**config.mk**
```make
export PLATFORM = sky130hd
export DESIGN_NAME = spi_xfer_arbiter
export DESIGN_NICKNAME = d
export VERILOG_FILES = /design/src/rtl/spi_xfer_arbiter.sv
export SDC_FILE = /design/constraint.sdc
export NUM_CORES = 1
export LEC_CHECK = 0
export ABC_AREA = 1
export BUFFER_PORTS_ARGS = -buffer_cell sky130_fd_sc_hd__buf_4
export CAP_MARGIN = 15
export CORE_ASPECT_RATIO = 1.2
export CORE_UTILIZATION = 53
export DETAILED_ROUTE_END_ITERATION = 7
export GPL_ROUTABILITY_DRIVEN = 0
export GPL_TIMING_DRIVEN = 0
export PLACE_DENSITY = 0.79
export SLEW_MARGIN = 40
export SYNTH_ARGS = -nofsm -noshare
export SYNTH_HDL_FRONTEND = slang
export SYNTH_SLANG_ARGS = --single-unit
```
**constraint.sdc**
```tcl
create_clock -name spi_clk_i -period 1.7 [get_ports spi_clk_i]
set_input_delay 0.085 -clock spi_clk_i [delete_from_list [all_inputs] [get_ports spi_clk_i]]
set_output_delay 0.085 -clock spi_clk_i [all_outputs]
set_load 0.01 [all_outputs]
```
**src/rtl/spi_xfer_arbiter.sv**
```systemverilog
`default_nettype none
// ============================================================================
// Module   : spi_xfer_arbiter
// Purpose  : Round-robin sharing of one 16-bit SPI read master among NREQ
//            requesters, with ENA/FIN sequencing and a chip-select-high gap.
// Revision : 1.0 - initial release
// ============================================================================
module spi_xfer_arbiter #(
    parameter int NREQ        = 4,
    parameter int GAP_CYC     = 4,
    parameter int TIMEOUT_CYC = 64,
    parameter int TW          = 7
) (
    input  logic            spi_clk_i,
    input  logic            rst_i,
    input  logic [NREQ-1:0] req_i,
    output logic [NREQ-1:0] gnt_o,
    output logic            ena_o,
    input  logic            fin_i,
    input  logic [15:0]     data_in_i,
    output logic [15:0]     rd_data_o,
    output logic [NREQ-1:0] rd_valid_o,
    output logic            busy_o,
    output logic            timeout_o
);

    localparam int PW = (NREQ > 1) ? $clog2(NREQ) : 1;
    localparam logic [TW-1:0]   c_TO_LAST  = TW'(TIMEOUT_CYC - 1);
    localparam logic [TW-1:0]   c_GAP_LAST = TW'(GAP_CYC - 1);
    localparam logic [TW-1:0]   c_CNT_MAX  = {TW{1'b1}};
    localparam logic [NREQ-1:0] c_ONE      = NREQ'(1);

    typedef enum logic [2:0] {
        S_IDLE    = 3'd0,
        S_START   = 3'd1,
        S_WAIT    = 3'd2,
        S_CAPTURE = 3'd3,
        S_GAP     = 3'd4
    } state_t;

    state_t          state_q;
    logic [NREQ-1:0] gnt_q;
    logic            ena_q;
    logic [15:0]     rd_data_q;
    logic [NREQ-1:0] rd_valid_q;
    logic            busy_q;
    logic            timeout_q;
    logic [TW-1:0]   cnt_q;
    logic [PW-1:0]   rr_ptr_q;

    logic [TW-1:0]   w_cnt_inc;
    logic [PW-1:0]   w_idx;
    logic [PW-1:0]   w_win;
    logic            w_found;

    assign w_cnt_inc = (cnt_q == c_CNT_MAX) ? cnt_q : cnt_q + TW'(1);

    // Search starts just after the last winner, so a persistent requester
    // only wins again once every other requester has had its turn.
    always_comb begin
        w_found = 1'b0;
        w_win   = '0;
        w_idx   = '0;
        for (int i = 1; i <= NREQ; i++) begin
            w_idx = PW'((int'(rr_ptr_q) + i) % NREQ);
            if (!w_found && req_i[w_idx]) begin
                w_found = 1'b1;
                w_win   = w_idx;
            end
        end
    end

    always_ff @(posedge spi_clk_i or posedge rst_i) begin
        if (rst_i) begin
            state_q    <= S_IDLE;
            gnt_q      <= '0;
            ena_q      <= 1'b0;
            rd_data_q  <= '0;
            rd_valid_q <= '0;
            busy_q     <= 1'b0;
            timeout_q  <= 1'b0;
            cnt_q      <= '0;
            rr_ptr_q   <= PW'(NREQ - 1);
        end else begin
            rd_valid_q <= '0;
            timeout_q  <= 1'b0;
            case (state_q)
                S_IDLE: begin
                    if (w_found) begin
                        gnt_q    <= c_ONE << w_win;
                        ena_q    <= 1'b1;
                        rr_ptr_q <= w_win;
                        busy_q   <= 1'b1;
                        state_q  <= S_START;
                    end
                end
                S_START: begin
                    cnt_q   <= '0;
                    state_q <= S_WAIT;
                end
                S_WAIT: begin
                    cnt_q <= w_cnt_inc;
                    if (fin_i) begin
                        rd_data_q <= data_in_i;
                        state_q   <= S_CAPTURE;
                    end else if (cnt_q == c_TO_LAST) begin
                        // Restart the count so an aborted transfer still gets a full gap.
                        ena_q     <= 1'b0;
                        gnt_q     <= '0;
                        timeout_q <= 1'b1;
                        cnt_q     <= '0;
                        state_q   <= S_GAP;
                    end
                end
                S_CAPTURE: begin
                    rd_valid_q <= gnt_q;
                    ena_q      <= 1'b0;
                    gnt_q      <= '0;
                    cnt_q      <= '0;
                    state_q    <= S_GAP;
                end
                S_GAP: begin
                    cnt_q <= w_cnt_inc;
                    if ((cnt_q >= c_GAP_LAST) && !fin_i) begin
                        busy_q  <= 1'b0;
                        state_q <= S_IDLE;
                    end
                end
                default: begin
                    ena_q   <= 1'b0;
                    gnt_q   <= '0;
                    busy_q  <= 1'b0;
                    state_q <= S_IDLE;
                end
            endcase
        end
    end

    assign gnt_o      = gnt_q;
    assign ena_o      = ena_q;
    assign rd_data_o  = rd_data_q;
    assign rd_valid_o = rd_valid_q;
    assign busy_o     = busy_q;
    assign timeout_o  = timeout_q;

endmodule
`default_nettype wire

```
==> results of run 1 <==
-- Yosys cell counts (2+ instances only) --
master      n
a21oi_1     7
buf_2       2
buf_6       2
dfrtp_1    37
dfstp_2     2
inv_1      22
inv_2       5
nand2_1   101
nand2_2    14
nand2_4     8
nand3_1    16
nand3b_1    2
nand4_1     4
nor2_1     20
nor2_2      3
o21ai_0     6
or2_1       2
-- metrics by stage --
step,setup slack (ns),cells
finish,-0.0212,395
global route,-0.112,395
CTS,-0.00223,390
detailed placement,0.0103,365
global placement,0.0300,364
floorplan,0.157,263
-- cells by family after synthesis --
logic type | after synthesis | share of synthesized area, %
AOI/OAI and AO/OA | 18 | 4.89
adders and majority gates | 1 | 0.611
buffers and inverters | 33 | 7.40
DFF | 39 | 47.8
and+or+nand+nor | 172 | 39.3
-- layout make-up --
cell class / count / area, um2
multi-input cells: 191 / 986
flip-flops and latches: 39 / 978
fillers: 251 / 767
repair buffers: 72 / 618
inverters: 29 / 119
clock buffers: 5 / 68.8
well taps: 52 / 65.1
plain buffers: 4 / 36.3
clock inverters: 3 / 25.0
-- layer usage --
metal | global-route usage (%) | up-vias
li1 | - | 977
met1 | 29.2 | 927
met2 | 43.4 | 52
met3 | 6.67 | 7
met4 | 9.79 | 0
met5 | 0 | -
-- sequential cells by signal, summed over array words and instances (netlist names) --
signal      flops
gnt_o           4
rd_data_o      16
timeout_o       1
ena_o           1
cnt_q           7
state_q         3
rr_ptr_q        2
rd_valid_o      4
busy_o          1
-- path summary, 6_finish.rpt --
kind	endpoint	cells past startpoint	from
max	busy_o$_DFFE_PP0P_	11	rr_ptr_q[0]$_DFFE_PP1P_
min	rd_data_o[3]$_DFFE_PP0P_	3	data_in_i[3]
max reg2reg	busy_o$_DFFE_PP0P_	11	rr_ptr_q[0]$_DFFE_PP1P_
min reg2reg	rd_data_o[1]$_DFFE_PP0P_	2	rd_data_o[1]$_DFFE_PP0P_
max in group asynchronous	rr_ptr_q[0]$_DFFE_PP1P_	4	rst_i
min in group asynchronous	timeout_o$_DFF_PP0_	3	rst_i
-- report_power, final --
| part | internal (mW) | switching, mW |
|---|---|---|
| sequential | 1.30 | 0.212 |
| combinational | 1.24 | 1.74 |
| clock | 0.293 | 0.354 |
-- worst min-delay path, cell delays in order --
cell and delay [ns]:
buf_4 0.08, nand2_1 0.05, nand2_1 0.06
-- timing repair --
action | in CTS | in global routing
pin swaps | 1 | 5
resized for setup | 2 | 16
endpoints found under the hold margin | 33 | 0
cloned | 0 | 1
setup endpoints to repair | 4 | 25
buffers inserted | 1 | 4
hold buffers | 16 | 0
==> flow_metrics.tcl, run 1 <==
set metrics [dict create \
    clockBufferDepth 2 \
    setup_ws_ns -0.0212 \
    start_util_pct 55.9 \
    min_period_ns 1.72 \
    h-tree-depth 2 \
    timing.critical_path.mode_cell "nand2_4" \
    crit_slowest_cell "dfstp_2" \
    clock_skew_ns 0.00570 \
    final_cell_mix "99 x nand2_1, 54 x buf_4, 37 x dfrtp_1, 20 x inv_1, 19 x nor2_1" \
    worstSetupPathType "reg -> reg" \
    hpwl_um 3140 \
    ys_ff_latch 39 \
    n_antenna_cell 0 \
    cts_sinks 39 \
    design.die.area_um2 4120 \
    p_leak_nw 1.57 \
    clock.fmax_mhz 581 \
    critPathRequiredTime_ns 1.90 \
    dr_wl_met2_um 2590 \
    cts_buffers 5 \
    arrival_ns 1.92 \
    worst_path_largest_cell_delay_ns 0.57 \
    slew_headroom_pct 69.1 \
    cap_violations 0 \
    worst-path-buf-inv 3 \
    core_um2 3660 \
    postSynthAreaPerCell_um2 7.78 \
    power_density_nw_per_um2 1770 \
    ant_nets 0 \
    ys_warn_count 0 \
    fin_util_pct 79.1 \
    start_kind "flip-flop" \
    grt_pass1_vias 1818 \
    routed_wl_um 4860 \
    ys_seq_area_share_pct 47.8 \
    ios 50 \
    place_area_um2 2510 \
    cts_root_buf "clkbuf_8" \
    maxSlewViolCount 0 \
    viasPerCell 4.97 \
    yosys.area.top_type "dfrtp_1" \
    synth_top_area_share_pct 45.2 \
    synth_area_um2 2050 \
    critPathMaxFanout 8 \
    synthDistinctLibCells 27 \
    synth_async_sr_flop_share_pct 100 \
    clkTransAtPathRegs_ns 0.08 \
    tightestPinTransition_ns 0.463 \
    grt_pass1_wl_um 7850 \
    grt-ovfl-total 0 \
    track_usage_pct 25.3 \
    syn_inst 263 \
    cts_tree "yes" \
    final_common_cell "nand2_1" \
    finalInstanceArea_um2 2900 \
    avgRoutedWirePerCell_um 12.3 \
    dieWidth_um 58.7 \
    hp-class "in -> reg" \
    outcome "complete, but fails checks" \
    power_mw 5.13 \
    area_growth_pct 41.5 \
    finalCritPeriodShare_pct 101 \
    routed.top_layer "met4" \
    r2r_slack_ns -0.02 \
    path_delay_family "simple AND/OR/NAND/NOR gates" \
    setup_viol 5 \
    numPortBuffers 49 \
    cp_cell_sequence "buf_8 > inv_8 > nand2_4 > nand2_4 > nand2_4 > nand2_4 > nor2_4 > nand3b_1 > nand2_4 > buf_4 > nand2_1" \
    rows 24 \
    route.met3.wl_um 206 \
    dieHeight_um 70.1 \
    antenna_found_initial 0 \
    grt_max_degree 22 \
    rsz0062_at_grt "true" \
    synth_ff_type "dfrtp_1" \
    dr.pass1.iters 4 \
    finalHoldViolCount 0 \
    nNetsFinal 366 \
    failed_checks "setup timing" \
    drc 0 \
    met1_length_um 1990 \
    tns_ns -0.0747 \
    endpoint_kind "flip-flop" \
    num_vias 1963 \
    synth_edf_count 0 \
    drt_iter0_markers 96 \
    synth.area.top_cells "dfrtp_1 45%, nand2_1 19%, nand2_4 4.4%, nand2_2 4.3%, inv_1 4.0%" \
    clock_latency_ns 0.30 \
    worst_hold_slack_ns 0.00287 \
    syn-num-nets 287 \
    vdd_ir_drop_max_mv 1.29 \
    drive_above_1_share_pct 33.5 \
]
(Power assumes the default switching activity.)
==> inputs of run 2 (changes only) <==
--- a/config.mk
+++ b/config.mk
@@ -6,14 +6,14 @@
 export NUM_CORES = 1
 export LEC_CHECK = 0
 export ABC_AREA = 1
-export BUFFER_PORTS_ARGS = -buffer_cell sky130_fd_sc_hd__buf_4
 export CAP_MARGIN = 15
 export CORE_ASPECT_RATIO = 1.2
-export CORE_UTILIZATION = 53
+export CORE_UTILIZATION = 62
 export DETAILED_ROUTE_END_ITERATION = 7
+export DONT_BUFFER_PORTS = 1
 export GPL_ROUTABILITY_DRIVEN = 0
 export GPL_TIMING_DRIVEN = 0
-export PLACE_DENSITY = 0.79
+export PLACE_DENSITY = 0.78
 export SLEW_MARGIN = 40
 export SYNTH_ARGS = -nofsm -noshare
 export SYNTH_HDL_FRONTEND = slang
==> run 2 against run 1 <==
Against the previous run:
- the flow still finishes with violations (setup timing)
- power decreased by 7.5%
- first-iteration DRC count is 48% lower
- non-clock buffer count shrank 47
- setup slack lost 0.047 ns
- sequential power up 11%
- utilization increased by 1.9 points
- register-to-register slack got worse by 0.05 ns
- clock-buffer cell count unchanged
- largest cell class is now flip-flops and latches
==> flow_metrics.tcl, run 2 (same netlist as run 1, synthesis figures left out) <==
set metrics [dict create \
    clockBufferDepth 2 \
    dieHeight_um 64.9 \
    drive_above_1_share_pct 23.3 \
    worstSetupPathType "reg -> reg" \
    pwr-share-comb_pct 51.8 \
    p_sw_mw 2.19 \
    placedCellCount 300 \
    final_cell_mix "96 x nand2_1, 37 x dfrtp_1, 19 x inv_1, 19 x nor2_1, 18 x dlygate4sd3_1" \
    rows 22 \
    n_antenna_cell 0 \
    finalInstanceArea_um2 2520 \
    maxSlewViolCount 0 \
    seqPwrFrac_pct 35.0 \
    dieWidth_um 54.5 \
    failed_checks "setup timing" \
    ant_nets 0 \
    route.met3.wl_um 195 \
    hp-class "in -> async" \
    start_kind "flip-flop" \
    tightestPinTransition_ns 0.438 \
    cts_tree "yes" \
    fin_util_pct 81.0 \
    clock_latency_ns 0.35 \
    setup_viol 8 \
    numPortBuffers 0 \
    final_common_cell "nand2_1" \
    clkPwrFrac_pct 13.2 \
    r2r_slack_ns -0.07 \
    power_density_nw_per_um2 1890 \
    r2r-start "rr_ptr_q[0]$_DFFE_PP1P_" \
    dr.pass1.iters 4 \
    finalHoldViolCount 0 \
    grt_pass1_wl_um 7290 \
    design.die.area_um2 3540 \
    grt-ovfl-total 0 \
    clkTransAtPathRegs_ns 0.12 \
    drt_iter0_markers 50 \
    routed.top_layer "met4" \
    setup_ws_ns -0.0681 \
    p_leak_nw 1.33 \
    cts_sinks 39 \
    r2r-end "state_q[0]$_DFFE_PP0P_" \
    finalCritPeriodShare_pct 104 \
    track_usage_pct 28.5 \
    clock.fmax_mhz 566 \
    hpwl_um 2770 \
    met1_length_um 1730 \
    outcome "complete, but fails checks" \
    largest_reg_flops 16 \
    routed_wl_um 4370 \
    rsz0062_at_grt "true" \
    dp_slack_ns 0.0169 \
    cap_violations 0 \
    avgRoutedWirePerCell_um 13.2 \
    cts_buffers 5 \
    grt_pass1_vias 1726 \
    min_period_ns 1.77 \
    endpoint "state_q[0]$_DFFE_PP0P_" \
    area_growth_pct 23.1 \
    place_area_um2 2120 \
    core_um2 3110 \
    endpoint_kind "flip-flop" \
    reg2regPathDepth 13 \
    viasPerCell 5.23 \
    drc 0 \
    dr_wl_met2_um 2380 \
    cts_root_buf "clkbuf_4" \
    arrival_ns 2.02 \
    power.internal_mw 2.57 \
    grt_max_degree 22 \
    n_fill_cell 211 \
    critPathMaxFanout 8 \
    switching_share_pct 46.0 \
    antenna_found_initial 0 \
    clock_skew_ns 0.00846 \
    nNetsFinal 319 \
    ios 50 \
    slew_headroom_pct 70.7 \
    vdd_ir_drop_max_mv 1.53 \
    critPathRequiredTime_ns 1.95 \
    finalNonFillerCells 332 \
    start_util_pct 65.8 \
    crit_start "rr_ptr_q[0]$_DFFE_PP1P_" \
    power_mw 4.75 \
    h-tree-depth 2 \
    num_vias 1737 \
]
-- run 2: cell count changes in the layout (fill, tap and decap cells not counted), moves of 2 or more --
cell	previous run	this run
buf_4	54	4
nand2_2	9	17
clkbuf_4	0	5
clkbuf_8	5	0
nand2_4	15	10
nand2_1	99	96
dlygate4sd3_1	16	18
-- run 2: worst min path at each step --
stage                              from                         to  depth (start not counted)
after floorplan            data_in_i[0]   rd_data_o[0]$_DFFE_PP0P_                          2
after CTS                         rst_i     state_q[2]$_DFFE_PP0P_                          2
final                             rst_i   rd_data_o[8]$_DFFE_PP0P_                          2
after detailed placement          rst_i   rd_data_o[8]$_DFFE_PP0P_                          1
after global routing              rst_i     state_q[2]$_DFFE_PP0P_                          2
after global placement    data_in_i[12]  rd_data_o[12]$_DFFE_PP0P_                          2
-- run 2: cell type report --
| class | instances | area, um2 | area share [%] |
|---|---|---|---|
| Sequential cell | 39 | 978 | 38.8 |
| Multi-Input combinational cell | 191 | 978 | 38.8 |
| Timing Repair Buffer | 25 | 282 | 11.2 |
| Inverter | 29 | 119 | 4.72 |
| Tap cell | 36 | 45.0 | 1.79 |
| Clock inverter | 3 | 43.8 | 1.74 |
| Clock buffer | 5 | 37.5 | 1.49 |
| Buffer | 4 | 36.3 | 1.44 |
-- run 2: critical path, cell delays in order, from the launching register on --
cell,delay (ns)
dfstp_2,0.58
buf_8,0.13
inv_8,0.05
nand2_2,0.07
nand2_4,0.06
nand2_4,0.08
nand2_4,0.06
nor2_4,0.13
nand2_2,0.06
nor2_2,0.09
nand2_2,0.10
buf_4,0.17
nand3_2,0.04
nor2_1,0.04
-- run 2: repair_timing --
| action | 4_1_cts | 5_1_grt |
|---|---|---|
| cloned | 1 | 0 |
| pin swaps | 4 | 3 |
| hold buffers | 18 | 0 |
| endpoints found under the hold margin | 58 | 0 |
| setup endpoints to repair | 4 | 26 |
| gates resized for setup | 5 | 15 |
| buffers inserted | 1 | 4 |
-- run 2: stage by stage --
step	setup TNS, ns	hold slack, ns
CTS	0	0.170
finish	-0.250	0.193
global placement	0	0.203
detailed placement	0	-0.00578
global route	-1.22	0.215
floorplan	0	0.202
-- run 2: power groups by stage --
stage | logic (mW) | registers, mW | clock network (mW)
3_5_place_dp | 2.02 | 1.67 | 0
2_1_floorplan | 1.71 | 1.60 | 0
3_3_place_gp | 1.95 | 1.66 | 0
5_1_grt | 2.77 | 1.71 | 0.677
4_1_cts | 2.23 | 1.66 | 0.636
6_report | 2.46 | 1.67 | 0.627
-- run 2: metal layers --
| layer | track usage, % | vias to the layer above |
|---|---|---|
| li1 | - | 875 |
| met1 | 32.0 | 812 |
| met2 | 49.5 | 44 |
| met3 | 7.28 | 6 |
| met4 | 10.6 | 0 |
| met5 | 0 | - |
